File: config.mk
export PLATFORM = sky130hd
export DESIGN_NAME = multicycle_controller
export DESIGN_NICKNAME = d
export VERILOG_FILES = /design/src/rtl/multicycle_controller.sv
export SDC_FILE = /design/constraint.sdc
export NUM_CORES = 1
export LEC_CHECK = 0
export CORE_MARGIN = 3
export CORE_UTILIZATION = 45
export CTS_CLUSTER_DIAMETER = 150
export DETAILED_ROUTE_END_ITERATION = 7
export GPL_TIMING_DRIVEN = 0
export HOLD_SLACK_MARGIN = 0.12
export PLACE_DENSITY = 0.82
export SLEW_MARGIN = 40
export SYNTH_ARGS = -nofsm -noshare
export SYNTH_HDL_FRONTEND = slang
export SYNTH_SLANG_ARGS = --single-unit
File: constraint.sdc
create_clock -name clk -period 4.5 [get_ports clk]
set_input_delay 0.9 -clock clk [delete_from_list [all_inputs] [get_ports clk]]
set_output_delay 0.9 -clock clk [all_outputs]
set_load 0.005 [all_outputs]
File: src/rtl/multicycle_controller.sv
// multicycle_controller: LEGv8 multi-cycle control sequencer.
// Steps FETCH/DECODE/EXEC/MEM/WB, drives datapath strobes, counts retires.
module multicycle_controller (
    input  logic        clk,
    input  logic        rst_n,
    input  logic        run,
    input  logic [31:0] instr,
    input  logic        zero,
    input  logic        imem_ready,
    input  logic        dmem_ready,
    output logic        imem_req,
    output logic        ir_write,
    output logic        pc_write,
    output logic [1:0]  pc_src,
    output logic        alu_src,
    output logic [1:0]  alu_op,
    output logic        reg2loc,
    output logic        dmem_req,
    output logic        dmem_we,
    output logic        reg_write,
    output logic        mem_to_reg,
    output logic        link,
    output logic        halted,
    output logic [2:0]  state,
    output logic [15:0] retired
);

    typedef enum logic [2:0] {
        S_IDLE   = 3'd0,
        S_FETCH  = 3'd1,
        S_DECODE = 3'd2,
        S_EXEC   = 3'd3,
        S_MEM    = 3'd4,
        S_WB     = 3'd5,
        S_HALT   = 3'd7
    } state_t;

    typedef enum logic [3:0] {
        C_ILL,
        C_B,
        C_BL,
        C_CBZ,
        C_CBNZ,
        C_LDUR,
        C_STUR,
        C_R,
        C_I
    } cls_t;

    state_t      st_q;
    state_t      st_d;
    cls_t        cls_q;
    cls_t        cls_dec;
    logic [15:0] ret_q;
    logic        done;
    logic        unused;

    // Operand fields are consumed by the datapath, not here.
    assign unused = ^instr[20:0];

    assign state   = st_q;
    assign retired = ret_q;

    function automatic logic uses_rt(input cls_t c);
        return (c == C_STUR) || (c == C_CBZ) || (c == C_CBNZ);
    endfunction

    // Classify the IR word; the opcode groups are mutually exclusive.
    always_comb begin
        cls_dec = C_ILL;
        unique case (1'b1)
            (instr[31:26] == 6'b000101):       cls_dec = C_B;
            (instr[31:26] == 6'b100101):       cls_dec = C_BL;
            (instr[31:24] == 8'b10110100):     cls_dec = C_CBZ;
            (instr[31:24] == 8'b10110101):     cls_dec = C_CBNZ;
            (instr[31:21] == 11'b11111000010): cls_dec = C_LDUR;
            (instr[31:21] == 11'b11111000000): cls_dec = C_STUR;
            (instr[31:21] == 11'b10001011000): cls_dec = C_R;
            (instr[31:21] == 11'b11001011000): cls_dec = C_R;
            (instr[31:21] == 11'b10001010000): cls_dec = C_R;
            (instr[31:21] == 11'b10101010000): cls_dec = C_R;
            (instr[31:22] == 10'b1001000100):  cls_dec = C_I;
            (instr[31:22] == 10'b1101000100):  cls_dec = C_I;
            default:                           cls_dec = C_ILL;
        endcase
    end

    // State register.
    always_ff @(posedge clk or negedge rst_n) begin
        if (!rst_n) begin
            st_q <= S_IDLE;
        end else begin
            st_q <= st_d;
        end
    end

    // Latch the instruction class in DECODE for the rest of the instruction.
    always_ff @(posedge clk or negedge rst_n) begin
        if (!rst_n) begin
            cls_q <= C_ILL;
        end else if (st_q == S_DECODE) begin
            cls_q <= cls_dec;
        end
    end

    // Retired-instruction counter; wraps naturally at 16 bits.
    always_ff @(posedge clk or negedge rst_n) begin
        if (!rst_n) begin
            ret_q <= 16'd0;
        end else if (done) begin
            ret_q <= ret_q + 16'd1;
        end
    end

    // Next-state and strobe decode.
    always_comb begin
        st_d       = st_q;
        done       = 1'b0;
        imem_req   = 1'b0;
        ir_write   = 1'b0;
        pc_write   = 1'b0;
        pc_src     = 2'b00;
        alu_src    = 1'b0;
        alu_op     = 2'b00;
        reg2loc    = 1'b0;
        dmem_req   = 1'b0;
        dmem_we    = 1'b0;
        reg_write  = 1'b0;
        mem_to_reg = 1'b0;
        link       = 1'b0;
        halted     = 1'b0;

        // ALU setup and reg2loc stay stable for the whole instruction.
        if ((st_q == S_EXEC) || (st_q == S_MEM) || (st_q == S_WB)) begin
            reg2loc = uses_rt(cls_q);
            unique case (cls_q)
                C_R: begin
                    alu_op = 2'b10;
                end
                C_I: begin
                    alu_op  = 2'b10;
                    alu_src = 1'b1;
                end
                C_LDUR, C_STUR: begin
                    alu_op  = 2'b00;
                    alu_src = 1'b1;
                end
                C_CBZ, C_CBNZ: begin
                    alu_op = 2'b01;
                end
                default: begin
                    alu_op = 2'b00;
                end
            endcase
        end

        case (st_q)
            S_IDLE: begin
                if (run) begin
                    st_d = S_FETCH;
                end
            end
            S_FETCH: begin
                imem_req = 1'b1;
                if (imem_ready) begin
                    ir_write = 1'b1;
                    pc_write = 1'b1;
                    st_d     = S_DECODE;
                end
            end
            S_DECODE: begin
                reg2loc = uses_rt(cls_dec);
                st_d    = (cls_dec == C_ILL) ? S_HALT : S_EXEC;
            end
            S_EXEC: begin
                unique case (cls_q)
                    C_R, C_I: begin
                        st_d = S_WB;
                    end
                    C_LDUR, C_STUR: begin
                        st_d = S_MEM;
                    end
                    C_CBZ: begin
                        pc_write = zero;
                        pc_src   = zero ? 2'b01 : 2'b00;
                        done     = 1'b1;
                    end
                    C_CBNZ: begin
                        pc_write = !zero;
                        pc_src   = zero ? 2'b00 : 2'b01;
                        done     = 1'b1;
                    end
                    C_B: begin
                        pc_write = 1'b1;
                        pc_src   = 2'b01;
                        done     = 1'b1;
                    end
                    C_BL: begin
                        pc_write  = 1'b1;
                        pc_src    = 2'b01;
                        reg_write = 1'b1;
                        link      = 1'b1;
                        done      = 1'b1;
                    end
                    default: begin
                        st_d = S_HALT;
                    end
                endcase
            end
            S_MEM: begin
                dmem_req = 1'b1;
                dmem_we  = (cls_q == C_STUR);
                if (dmem_ready) begin
                    if (cls_q == C_STUR) begin
                        done = 1'b1;
                    end else begin
                        st_d = S_WB;
                    end
                end
            end
            S_WB: begin
                reg_write  = 1'b1;
                mem_to_reg = (cls_q == C_LDUR);
                done       = 1'b1;
            end
            S_HALT: begin
                halted = 1'b1;
            end
            default: begin
                st_d = S_IDLE;
            end
        endcase

        // run is only consulted once the instruction has finished.
        if (done) begin
            st_d = run ? S_FETCH : S_IDLE;
        end
    end

endmodule
; After elaboration in Yosys (flattened, before gate mapping)
; Cells that the tools add are included.
; Widths: inputs -> output; s select.
[classes]
n_eq_ne = 35
n_reduce_logical = 19
muxes = 36
n_addsub = 1
[ops]
columns = operator, n
row1 = $eq 11x11->1 const B, 6
row2 = $pmux 4 s8, 1
row3 = $eq 4x3->1 const B, 6
row4 = $eq 10x10->1 const B, 2
row5 = $mux 1, 20
row6 = $mux 3, 6
row7 = $pmux 3 s6, 1
row8 = $add 16x1->16 const B, 1
row9 = $eq 8x8->1 const B, 2
row10 = $ne 3x3->1 const B, 5
row11 = $eq 4x2->1 const B, 3
row12 = $reduce_or 2->1, 6
row13 = $eq 3x3->1 const B, 3
row14 = $pmux 1 s3, 3
row15 = $pmux 3 s3, 1
row16 = $reduce_or 4->1, 2
row17 = $eq 3x2->1 const B, 2
row18 = $eq 6x3->1 const B, 1
row19 = $eq 6x6->1 const B, 1
row20 = $logic_or 1x1->1, 6
row21 = $reduce_and 6->1, 1
row22 = $eq 4x1->1 const B, 1
row23 = $eq 4x4->1 const B, 1
row24 = $logic_not 4->1, 1
row25 = 8 further kinds, 9
[totals]
reg_bits = 23
output_inout_bits = 34
inputBits = 38
word_cells = 94

; Depth between registers and ports, before layout
; Gate-level depths: netlist of the first run.
[logic_depth]
depth_word = 7
depth_mapped = 7

; Worst setup path before layout of the first run
; OpenSTA, ideal clock, no wires.
[synth_path]
path_type = input port to output port
start = input port instr[23]
end = output port reg2loc
setup_slack_ns = 1.869
cell_stages = 5
t_arrival_ns = 1.731
n_path_buf = 0
required_ns = 3.600
path_cell_list = nor3b_2 > nand2_1 > or2_2 > nand3_1 > o21ai_0
[synth_via]
elab_chain_cells = 7
[synth_lines]
columns = element, line_no
row1 = "start, declared", 7  ; input logic [31:0] instr,
row2 = $eq 11x11->1 (tied with other cells), 78  ; (instr[31:21] == 11'b10001011000): cls_dec = C_R;
row3 = $reduce_or 4->1 (no source line) / $reduce_or 2->1 (equally long branches), --
row4 = $pmux 4 s8 (*), 71  ; unique case (1'b1)
row5 = $eq 4x3->1 / $eq 4x2->1 (equally long branches), 65  ; return (c == C_STUR) || (c == C_CBZ) || (c == C_CBNZ);
row6 = $logic_or 1x1->1, 65
row7 = $logic_or 1x1->1 (*), 65
row8 = $mux 1 (*), 157  ; case (st_q)
row9 = "end, declared", 17  ; output logic reg2loc,
; Mark *: on every way between the ends. The rest lies on a longest branch, timed or not.

; Worst setup path in the final report of the first run
[layout_path]
start = input port instr[31]
end = output port reg2loc
; Same word-level chain as after synthesis.

==> flow_metrics.tcl, run 1 <==
set metrics [dict create \
    synthSimpleGateAreaFrac_pct 30.91 \
    cap_violations 0 \
    drc 0 \
    yosys_warnings 0 \
    io_buffers 49 \
    cts_tree "built" \
    pin_count 72 \
    cts_hold_buf 0 \
    fin_nets 264 \
    hold_class "reg2reg" \
    drtPass1Iterations 4 \
    cp_top_family "buffers and inverters" \
    synth-compound-area-share_pct 17.68 \
    synth-edff-count 0 \
    postCtsSetupBuffers 0 \
    p_total_uw 1034 \
    first_iter_violations 57 \
    cts_resized 0 \
    worstHoldPathCells 1 \
    grt_pass1_wl_mm 6.030 \
    synthMuxAreaShare_pct 0 \
    reg2reg_to "retired[5]" \
    drive_gt1_share_pct 10.71 \
    area_growth_syn_to_layout_pct 35.68 \
    synth_xor_area_share_pct 9.781 \
    min_from "retired[15]" \
    drtAntennaViolNets 0 \
    max_freq_mhz 265.8 \
    grt_overflow 0 \
    power_density_mw_per_mm2 476.8 \
    synth.most_common_cell "dfrtp_1" \
    hpwlAfterDp_mm 2.838 \
    start_util_pct 47.18 \
    via_per_inst 5.381 \
    rrSetupSlack_ps 2730 \
    r2r-start "state[1]" \
    grt_pass1_vias 1373 \
    vias 1453 \
    synth_top_area_share_pct 35.99 \
    hold_end "retired[15]" \
    path_buf_inv 2 \
    ys_top_cells_by_area "dfrtp_1 36%, xnor2_1 6.0%, nand3_1 4.1%" \
    path_common_cell "clkdlybuf4s50_1" \
    syn-num-nets 210 \
    crit_chain "clkdlybuf4s50_1, nor3b_2, nand2_1, or2_2, nand3_1, o21ai_0, clkdlybuf4s50_1" \
    period_share_pct 83.60 \
    synth.avg_cell_area_um2 9.351 \
    dp_slack_ps 753.2 \
    gp_congestion 0.8692 \
    core_mm2 0.003390 \
    die_height_um 65.61 \
    synth_ff_type "dfrtp_1" \
    synth_top_family_by_area "simple AND/OR/NAND/NOR gates" \
    ys_ff_latch 23 \
    ys_seq_area_share_pct 35.99 \
    die_area_mm2 0.004305 \
    root_buffer "clkbuf_4" \
    synthTopCellsByCount "23 x dfrtp_1, 14 x nand2_1, 13 x nand3_1" \
    synth.distinct_cells 49 \
    path_clk_slew_ps 110 \
    cts.sinks 23 \
    rows 21 \
    criticalPathCategory "in2out" \
    crit_slowest_cell "clkdlybuf4s50_1" \
    r2r_cells 7 \
    syn_area_mm2 0.001599 \
    utilization_pct 64.01 \
    required_ps 3600 \
    htreeDepth 1 \
    cts_made_buffers 3 \
    finClkSkew_ps 16.76 \
    fillers 295 \
    start_kind "input pin" \
    wire_per_inst_um 13.18 \
    max_stage_delay_ps 560 \
    rsz0062_at_grt "false" \
    ctsLongestPathBuffers 2 \
    syn_inst 171 \
    worst_setup_path_end_kind "output pin" \
    outcome "finished clean" \
    die_w_um 65.61 \
    routed_wl_mm 3.559 \
    maxSlewViolCount 0 \
    grt_max_degree 24 \
    tns_ps 0 \
    clock_latency_ps 320 \
    finalWorstSetupSlack_ps 738.2 \
    setup_viol_count_final 0 \
    synth_top_area_cell "dfrtp_1" \
    leakage_uw 0.0008904 \
    max-vdd-ir-drop_mv 0.1815 \
    async_reset_ff_share_pct 100.0 \
    cp.arrival_ps 2860 \
    hold_viol 0 \
    antenna_found_initial 0 \
    path_max_fanout 6 \
    synth_fa_ha_area_share_pct 0.7825 \
    n_antenna_cell 0 \
    post-route-min-period_ps 3762 \
    grtUsageTotal_pct 17.54 \
]
## kinds of logic after synthesis
family                     Yosys count
DFF                                 23
xor gates and xnor gates            17
AOI/OAI and AO/OA                   36
and+or+nand+nor                     79
adders and majority gates            1
other                                1
buffers and inverters               14
## power breakdown
group	switching, uW	leakage, uW	internal, uW
clock	59.8	0.0000177	33.2
sequential	56.9	0.000304	257
combinational	307	0.000568	321
total	424	0.000890	611
## cell usage in the layout, fill, tap and decap left out, types with 4 or more instances in the layout
master / instances
dfrtp_1: 23
clkdlybuf4s50_1: 48
o21ai_0: 7
and3_1: 4
inv_1: 5
nand3_1: 13
a21oi_1: 5
nand2_1: 14
nor3_1: 5
nand4_1: 7
xnor2_1: 11
nor2_1: 7
nand2b_1: 4
nand3b_1: 4
a31oi_1: 5
a21o_1: 6
xor2_1: 5
## final cells by class
type / count / area [um^2] / area share (%)
Multi-Input combinational cell: 134 / 949.7 / 43.77
Sequential cell: 23 / 575.6 / 26.53
Timing Repair Buffer: 49 / 485.5 / 22.38
Tap cell: 46 / 57.56 / 2.653
Buffer: 9 / 55.05 / 2.537
Clock buffer: 3 / 22.52 / 1.038
Inverter: 5 / 18.77 / 0.8651
Clock inverter: 1 / 5.005 / 0.2307
## registers in the layout, summed over array words and instances (netlist names)
signal and cells:
cls_q 4, retired 16, state 3
## metal layers
layer / wire length (um) / global-route usage, % / part of all wire (%)
met5: 0 / 0 / 0
met4: 27 / 4.404 / 0.76
met3: 161 / 2.564 / 4.5
met2: 1754 / 30.09 / 49
met1: 1616 / 23.14 / 45
## metrics by stage
stage,instances,hold slack [ps],cell area [um^2]
after floorplan,171,464.7,1599
after CTS,270,475.8,2170
after global routing,270,513.2,2170
after global placement,266,454.7,2147
after detailed placement,266,456.0,2142
final,270,470.7,2170
## how the worst max path moves through the flow
stage / startpoint / to / slack, ps / depth (start not counted)
3_3_place_gp: instr[31] / reg2loc / 750 / 7
3_5_place_dp: instr[31] / reg2loc / 750 / 7
4_1_cts: instr[31] / reg2loc / 740 / 7
2_1_floorplan: instr[23] / reg2loc / 1870 / 5
5_1_grt: instr[31] / reg2loc / 560 / 7
6_report: instr[31] / reg2loc / 740 / 7
(Power assumes the default switching activity.)
==> run 2: changes to the inputs <==
--- a/config.mk
+++ b/config.mk
@@ -6,12 +6,12 @@
 export NUM_CORES = 1
 export LEC_CHECK = 0
 export CORE_MARGIN = 3
-export CORE_UTILIZATION = 45
+export CORE_UTILIZATION = 38
 export CTS_CLUSTER_DIAMETER = 150
 export DETAILED_ROUTE_END_ITERATION = 7
 export GPL_TIMING_DRIVEN = 0
 export HOLD_SLACK_MARGIN = 0.12
-export PLACE_DENSITY = 0.82
+export PLACE_DENSITY = 0.73
 export SLEW_MARGIN = 40
 export SYNTH_ARGS = -nofsm -noshare
 export SYNTH_HDL_FRONTEND = slang
==> constraint.sdc (replaced) <==
create_clock -name clk -period 3.39 [get_ports clk]
set_input_delay 0.678 -clock clk [delete_from_list [all_inputs] [get_ports clk]]
set_output_delay 0.678 -clock clk [all_outputs]
set_load 0.005 [all_outputs]
==> flow_metrics.tcl, run 2 (synthesized netlist as in run 1, its figures left out) <==
set metrics [dict create \
    outcome "finished clean" \
    hold_slack_ps 363.3 \
    pin_count 72 \
    vias 1449 \
    io_buffers 49 \
    start_util_pct 41.49 \
    cap_violations 0 \
    max_freq_mhz 308.7 \
    cts_made_buffers 3 \
    gp_congestion 0.8058 \
    setup_viol_count_final 0 \
    root_buffer "clkbuf_8" \
    ctsLongestPathBuffers 2 \
    grt_pass1_vias 1378 \
    via_per_inst 5.308 \
    start_kind "input pin" \
    cts_tree "built" \
    core_mm2 0.003854 \
    path_clk_slew_ps 80 \
    drive_gt1_share_pct 12.00 \
    setup.worst_path.end "reg2loc" \
    hold_viol 0 \
    area_growth_syn_to_layout_pct 38.89 \
    cts_hold_buf 0 \
    drc 0 \
    reg2reg_to "retired[3]" \
    n_antenna_cell 0 \
    grt_pass1_wl_mm 6.423 \
    first_iter_violations 79 \
    worst_setup_path_end_kind "output pin" \
    seq_area_um2 575.6 \
    leakage_uw 0.0009265 \
    grt_overflow 0 \
    path_max_fanout 4 \
    r2r-start "state[1]" \
    largest_reg_flops 16 \
    power_density_mw_per_mm2 642.9 \
    wire_per_inst_um 13.88 \
    die_height_um 70.87 \
    relSlewSlack_pct 66.56 \
    clock_latency_ps 270 \
    fillers 370 \
    rrSetupSlack_ps 1610 \
    die_w_um 70.87 \
    drtAntennaViolNets 0 \
    final_cell_mix "46 x clkdlybuf4s50_1, 23 x dfrtp_1, 14 x nand2_1" \
    rows 22 \
    post-route-min-period_ps 3239 \
    max-vdd-ir-drop_mv 0.2065 \
    hpwlAfterDp_mm 2.916 \
    p_total_uw 1428 \
    rsz0062_at_grt "false" \
    tightest_slew_ps 501.6 \
    drtPass1Iterations 4 \
    multi_input_comb_area_um2 967.2 \
    period_share_pct 95.55 \
    cp.arrival_ps 2560 \
    maxSlewViolCount 0 \
    finClkSkew_ps 3.195 \
    routed_wl_mm 3.789 \
    antenna_found_initial 0 \
    grt_max_degree 24 \
    r2r_cells 7 \
    tns_ps 0 \
    grtUsageTotal_pct 15.52 \
    die_area_mm2 0.005023 \
    criticalPathCategory "in2out" \
    required_ps 2710 \
    fin_nets 265 \
    hold_class "in2async" \
    critPathLaunch "instr[26]" \
    final_common_cell "clkdlybuf4s50_1" \
    cts.sinks 23 \
    htreeDepth 1 \
]
[run 2: final cells by class]
class | count | share of cell area (%)
plain buffers | 9 | 2.479
clock buffers | 3 | 1.859
clock inverters | 1 | 0.2254
inverters | 5 | 0.8451
multi-input cells | 134 | 43.55
flip-flops and latches | 23 | 25.92
well taps | 48 | 2.704
repair buffers | 50 | 22.42
[run 2: metrics by stage]
| step | area (um^2) | setup slack (ps) | utilization [%] | std cells |
|---|---|---|---|---|
| after floorplan | 1599 | 1203 | - | 171 |
| after global placement | 2150 | 70.44 | 55.78 | 268 |
| after detailed placement | 2145 | 85.08 | 55.65 | 268 |
| after CTS | 2191 | 70.99 | 56.85 | 272 |
| after global routing | 2221 | 17.81 | 57.63 | 273 |
| final | 2221 | 150.9 | 57.63 | 273 |
[run 2: power breakdown]
group	total, uW	leakage [uW]	internal (uW)	switching (uW)
Clock	175	0.0000255	82.3	92.7
Sequential	418	0.000304	341	77.1
Combinational	835	0.000597	427	407
[run 2: how the worst min path moves through the flow]
stage / start / end / slack, ps / cells past startpoint
after global routing: rst_n / retired[7] / 400 / 1
after global placement: retired[15] / retired[15] / 450 / 1
final: rst_n / retired[9] / 360 / 1
after floorplan: rst_n / cls_q[0] / 380 / 0
after detailed placement: retired[15] / retired[15] / 480 / 1
after CTS: rst_n / retired[3] / 380 / 1
[run 2: routing by layer]
layer | routed length (um) | vias to the layer above | global-route usage [%] | share of wire, %
met5 | 0 | - | 0 | 0
met4 | 50 | 0 | 6.472 | 1.3
met3 | 134 | 4 | 1.847 | 3.5
met2 | 1863 | 35 | 25.44 | 49
met1 | 1741 | 683 | 20.71 | 46
li1 | - | 727 | - | -
[run 2: critical path, stage by stage]
cell             delay [ps]
clkdlybuf4s50_1         520
and4bb_2                300
nand3_1                  90
a21oi_1                 200
inv_1                    90
o21ai_1                 160
clkdlybuf4s50_1         520
[run 2: timing repair]
item                                    in CTS  in global routing
endpoints found under the setup margin       0                  1
resized for setup                            0                  6
setup buffers                                0                  1
==> variant 1: new RTL, settings of run 1 <==
The 9 values of `cls_t` get a Gray code encoding in 4 bits.
--- a/src/rtl/multicycle_controller.sv
+++ b/src/rtl/multicycle_controller.sv
@@ -37,13 +37,13 @@
 
     typedef enum logic [3:0] {
-        C_ILL,
-        C_B,
-        C_BL,
-        C_CBZ,
-        C_CBNZ,
-        C_LDUR,
-        C_STUR,
-        C_R,
-        C_I
+        C_ILL  = 4'b0000,
+        C_B    = 4'b0001,
+        C_BL   = 4'b0011,
+        C_CBZ  = 4'b0010,
+        C_CBNZ = 4'b0110,
+        C_LDUR = 4'b0111,
+        C_STUR = 4'b0101,
+        C_R    = 4'b0100,
+        C_I    = 4'b1100
     } cls_t;
 
Behaviour: no difference found for any inputs over 10 cycles, from zero or initial values and one cycle with rst_n low; not proved beyond that.
==> variant 1 against run 1 <==
Design area fell by 4.0%. Sequential power fell by 4%. Count of clock-buffer cells in the layout is 1 higher. Sequential share of layout area grew 1.1 points. Area after synthesis decreased by 5.2%. Routed wire length is 5.2% higher. Sequential cell count did not move. Worst setup slack lost 0.23 ns. Worst hold slack better by 0.033 ns. Power down 19%. Largest cell class unchanged. Largest power group unchanged.
==> variant 1: results (changes against run 1) <==
* CP arrival at 3.09 ns (was 2.86 ns)
* Max IR drop VDD at 0.222 mV (was 0.181 mV)
* Net Sw Power at 0.000323 W (was 0.000424 W)
* Skew final at 0.00156 ns (was 0.0168 ns)
* Pre-CTS setup slack at 0.506 ns (was 0.753 ns)
* Asr flop ratio synth at 1.00 (unchanged)
* Nets@finish at 263 (was 264)
* PD cells at 401 nW/µm² (was 477 nW/µm²)
* RD Place Congestion at 0.865 (was 0.869)
* P_leak at 0.795 nW (was 0.890 nW)
* GRT Total Usage at 0.191 (was 0.175)
* Max stage delay on crit path at 0.51 ns (was 0.56 ns)
* Run status: finished clean (unchanged)
* Setup ws final at 0.511 ns (was 0.738 ns)
* Net Count, Synth at 209 (was 210)
* Vias/cell at 5.42 (was 5.38)
* Maximum net fanout on the critical path at 4 (was 6)
* Post-Syn Instances at 170 (was 171)
* Seq pwr share at 0.361 (was 0.303)
* Placed cell area at 2060 µm² (was 2140 µm²)
* Avg WL per Cell at 14.0 µm (was 13.2 µm)
* Synth top area cells: dfrtp_1 38%, xnor2_1 6.9%, nand2_1 4.5% (was dfrtp_1 36%, xnor2_1 6.0%, nand3_1 4.1%)
* Fraction of layout cells with a size suffix above 1 at 0.0852 (was 0.107)
* Setup repair bufs after CTS at 0 (unchanged)
* Synth top area share at 0.380 (was 0.360)
* Initial DRC Count at 94 (was 57)
* Synth cell count leaders: 23 x dfrtp_1, 18 x nand2_1, 12 x xnor2_1 (was 23 x dfrtp_1, 14 x nand2_1, 13 x nand3_1)
* First-pass GRT wire length at 6380 µm (was 6030 µm)
==> variant 1: cell types whose count changed after synthesis, sizes merged, moves of 4 or more <==
cell,change
a21o,-6
nand2,+4
nand3,-4
nor3,+5
==> variant 1: layer usage <==
| layer | share of wire | vias to the layer above | track usage | routed length [µm] |
|---|---|---|---|---|
| met1 | 0.41 | 680 | 0.235 | 1550 |
| met5 | 0 | - | 0 | 0 |
| met2 | 0.52 | 41 | 0.324 | 1940 |
| met3 | 0.050 | 8 | 0.0457 | 188 |
| li1 | - | 717 | - | - |
| met4 | 0.018 | 0 | 0.0701 | 67 |
==> variant 1: cell families (layout without fill, tap and decap cells) <==
| group | count (synthesis) | count (layout) | synth area share |
|---|---|---|---|
| simple gates | 84 | 84 | 0.321 |
| compound gates | 28 | 28 | 0.123 |
| flops | 23 | 23 | 0.380 |
| xor+xnor | 15 | 15 | 0.0867 |
| buf+inv | 14 | 67 | 0.0504 |
| mux | 4 | 4 | 0.0281 |
| fa+ha+maj | 1 | 1 | 0.00826 |
| other cells | 1 | 1 | 0.00247 |
==> variant 1: path summary, 6_finish.rpt <==
kind	slack, ns	startpoint	cells past startpoint	end
worst max-delay path	0.51	instr[27]	7	reg2loc
worst min-delay path	0.50	retired[12]	1	retired[12]
worst max register to register	2.65	state[1]	6	retired[15]
worst min register to register	0.50	retired[12]	1	retired[12]
max in group asynchronous	3.64	rst_n	1	retired[0]
min in group asynchronous	0.53	rst_n	1	retired[10]
==> variant 1: cell type report <==
cell class | count | area [µm²]
Buffer | 9 | 57.6
Clock buffer | 4 | 26.3
Fill cell | 254 | 1050
Inverter | 5 | 18.8
Multi-Input combinational cell | 133 | 863
Sequential cell | 23 | 576
Tap cell | 44 | 55.1
Timing Repair Buffer | 49 | 485
==> variant 2: new RTL, config.mk and constraints of run 1 <==
Without the edit above. Register the output `retired` once more, cleared by the reset; this adds one clock of latency there. The other outputs are not delayed to match.
--- a/src/rtl/multicycle_controller.sv
+++ b/src/rtl/multicycle_controller.sv
@@ -60,5 +60,11 @@
 
     assign state   = st_q;
-    assign retired = ret_q;
+    always_ff @(posedge clk or negedge rst_n) begin
+        if (!rst_n) begin
+            retired <= '0;
+        end else begin
+            retired <= ret_q;
+        end
+    end
 
     function automatic logic uses_rt(input cls_t c);
Formal check against the unedited RTL: not equivalent (Yosys sat finds a counterexample within 10 cycles, from zero or initial values and one cycle with rst_n low).
==> variant 2 against run 1 <==
Sequential cell count rose by 16. Design area rose by 25%. Final cell count rose by 11%. Area after synthesis rose by 29%. Routed wire length rose by 30%. Global-route usage rose by 0.80 points. Via count rose by 18%. Register-to-register slack got worse by 0.14 ns. Worst setup slack improved by 0.12 ns. Count of clock-buffer cells in the layout rose by 4. Sequential power rose by 59%. Power rose by 31%.
==> variant 2: results (changes against run 1) <==
* Synth cell count leaders: 39 x dfrtp_1, 16 x xnor2_1, 12 x nor2_1 (was 23 x dfrtp_1, 14 x nand2_1, 13 x nand3_1)
* Maximum net fanout on the critical path at 6 (unchanged)
* Initial DRC Count at 110 (was 57)
* Slew margin rel. at 0.558
* Sequential area share after synthesis at 0.475 (was 0.360)
* Placed cell area at 2630 µm² (was 2140 µm²)
* HPWL after DPL at 3490 µm (was 2840 µm)
* Clock Latency Late Sink at 0.30 ns (was 0.32 ns)
* CP arrival at 2.74 ns (was 2.86 ns)
* Net Count, Synth at 232 (was 210)
* Reg clk slew, reported paths at 0.07 ns (was 0.11 ns)
* Post-Syn Instances at 193 (was 171)
* RD Place Congestion at 0.828 (was 0.869)
* GRT met2 Usage at 0.277 (was 0.301)
* Family with the most delay on the worst path: buffers and inverters (unchanged)
* Skew final at 0.00603 ns (was 0.0168 ns)
* Regs by FF count: ret_q: 16 flops, retired: 16 flops, cls_q: 4 flops
* Run status: finished clean (unchanged)
* Asr flop ratio synth at 1.00 (unchanged)
* Routed wire length at 4610 µm (was 3560 µm)
* Yosys warns at 0 (unchanged)
* Buffers on Ports at 49 (unchanged)
* Routed vias at 1720 (was 1453)
* First-pass GRT wire length at 7630 µm (was 6030 µm)
* Max stage delay on crit path at 0.56 ns (about the same)
* Pin count of the biggest net entering global routing at 24 (unchanged)
* CTS Buf Count at 5 (was 3)
* Fraction of layout cells with a size suffix above 1 at 0.0797 (was 0.107)
* Antenna violations before repair at 0 (unchanged)
* Vias/cell at 5.71 (was 5.38)
* Critical path's slowest cell: clkdlybuf4s50_1 (unchanged)
* Pre-CTS setup slack at 0.869 ns (was 0.753 ns)
* DRT Pass-1 Iters at 4 (unchanged)
* Hold Crit Class: reg -> reg (unchanged)
* Synth top area cells: dfrtp_1 47%, xnor2_1 6.8%, o2111ai_1 3.8% (was dfrtp_1 36%, xnor2_1 6.0%, nand3_1 4.1%)
* Placed cell count at 293 (was 266)
* ANT cells at 0 (unchanged)
* Root buffer cell: clkbuf_8 (was clkbuf_4)
* Met1 Use GR at 0.256 (was 0.231)
* GRT Total Usage at 0.183 (was 0.175)
* Setup repair bufs after CTS at 0 (unchanged)
* PostCTS Resize Cnt at 0 (unchanged)
* Maximum clock path buffer count at 2 (unchanged)
* P_leak at 1.11 nW (was 0.890 nW)
* Main synth FF type: dfrtp_1 (unchanged)
* CTS H-tree lvls at 2 (was 1)
* Synth cell types at 57 (was 49)
* Switching share of power at 0.371 (was 0.409)
* Met3 GRT Util at 0.0479 (was 0.0256)
* Max IR drop VDD at 0.229 mV (was 0.181 mV)
* Number of global-route vias before repair at 1611 (was 1373)
==> variant 2: kinds of logic (layout without fill, tap and decap cells) <==
| group | count (synthesis) | after routing | synth area share |
|---|---|---|---|
| AO/OA/AOI/OAI | 42 | 42 | 0.152 |
| adder cells (fa/ha/maj) | 1 | 1 | 0.00609 |
| other | 1 | 1 | 0.00182 |
| buffers and inverters | 13 | 71 | 0.0341 |
| AND/OR/NAND/NOR | 77 | 77 | 0.243 |
| multiplexers | 3 | 3 | 0.0158 |
| flip-flops | 39 | 39 | 0.475 |
| XOR/XNOR | 17 | 17 | 0.0724 |
==> variant 2: power by group through the flow <==
| stage | Clock, W | Sequential, W | Combinational [W] |
|---|---|---|---|
| after floorplan | 0 | 0.000487 | 0.000379 |
| after global placement | 0 | 0.000498 | 0.000620 |
| after detailed placement | 0 | 0.000501 | 0.000637 |
| after CTS | 0.000230 | 0.000495 | 0.000641 |
| after global routing | 0.000241 | 0.000507 | 0.000703 |
| final | 0.000225 | 0.000497 | 0.000637 |
==> variant 2: path summary, 6_finish.rpt <==
| path | slack (ns) | from | depth (start not counted) | to |
|---|---|---|---|---|
| setup / recovery | 0.86 | instr[25] | 6 | reg2loc |
| hold / removal | 0.41 | ret_q[15] | 0 | retired[15] |
| setup reg to reg | 2.59 | cls_q[3] | 6 | ret_q[14] |
| hold reg to reg | 0.41 | ret_q[15] | 0 | retired[15] |
| max in group asynchronous | 3.54 | rst_n | 2 | cls_q[1] |
| min in group asynchronous | 0.52 | rst_n | 1 | ret_q[9] |
==> variant 2: metal layers <==
metal | wire, µm | up-vias
met4 | 64 | 0
met2 | 2170 | 54
met3 | 275 | 7
met1 | 2110 | 824
met5 | 0 | -
li1 | - | 835
==> variant 2: layout make-up <==
cell class / instances / area [µm²]
tap: 50 / 62.6
sequential: 39 / 976
clock buffer: 7 / 76.3
clock inverter: 1 / 5.00
fill: 362 / 1490
multi-input combinational: 141 / 1010
inverter: 2 / 7.51
buffer: 11 / 62.6
timing repair buffer: 50 / 513
==> variant 2: through the flow <==
stage                     hold slack [ns]  utilization
after floorplan                     0.373            -
after global placement              0.386        0.621
after detailed placement            0.393        0.626
after CTS                           0.409        0.646
after global routing                0.413        0.646
final                               0.406        0.646
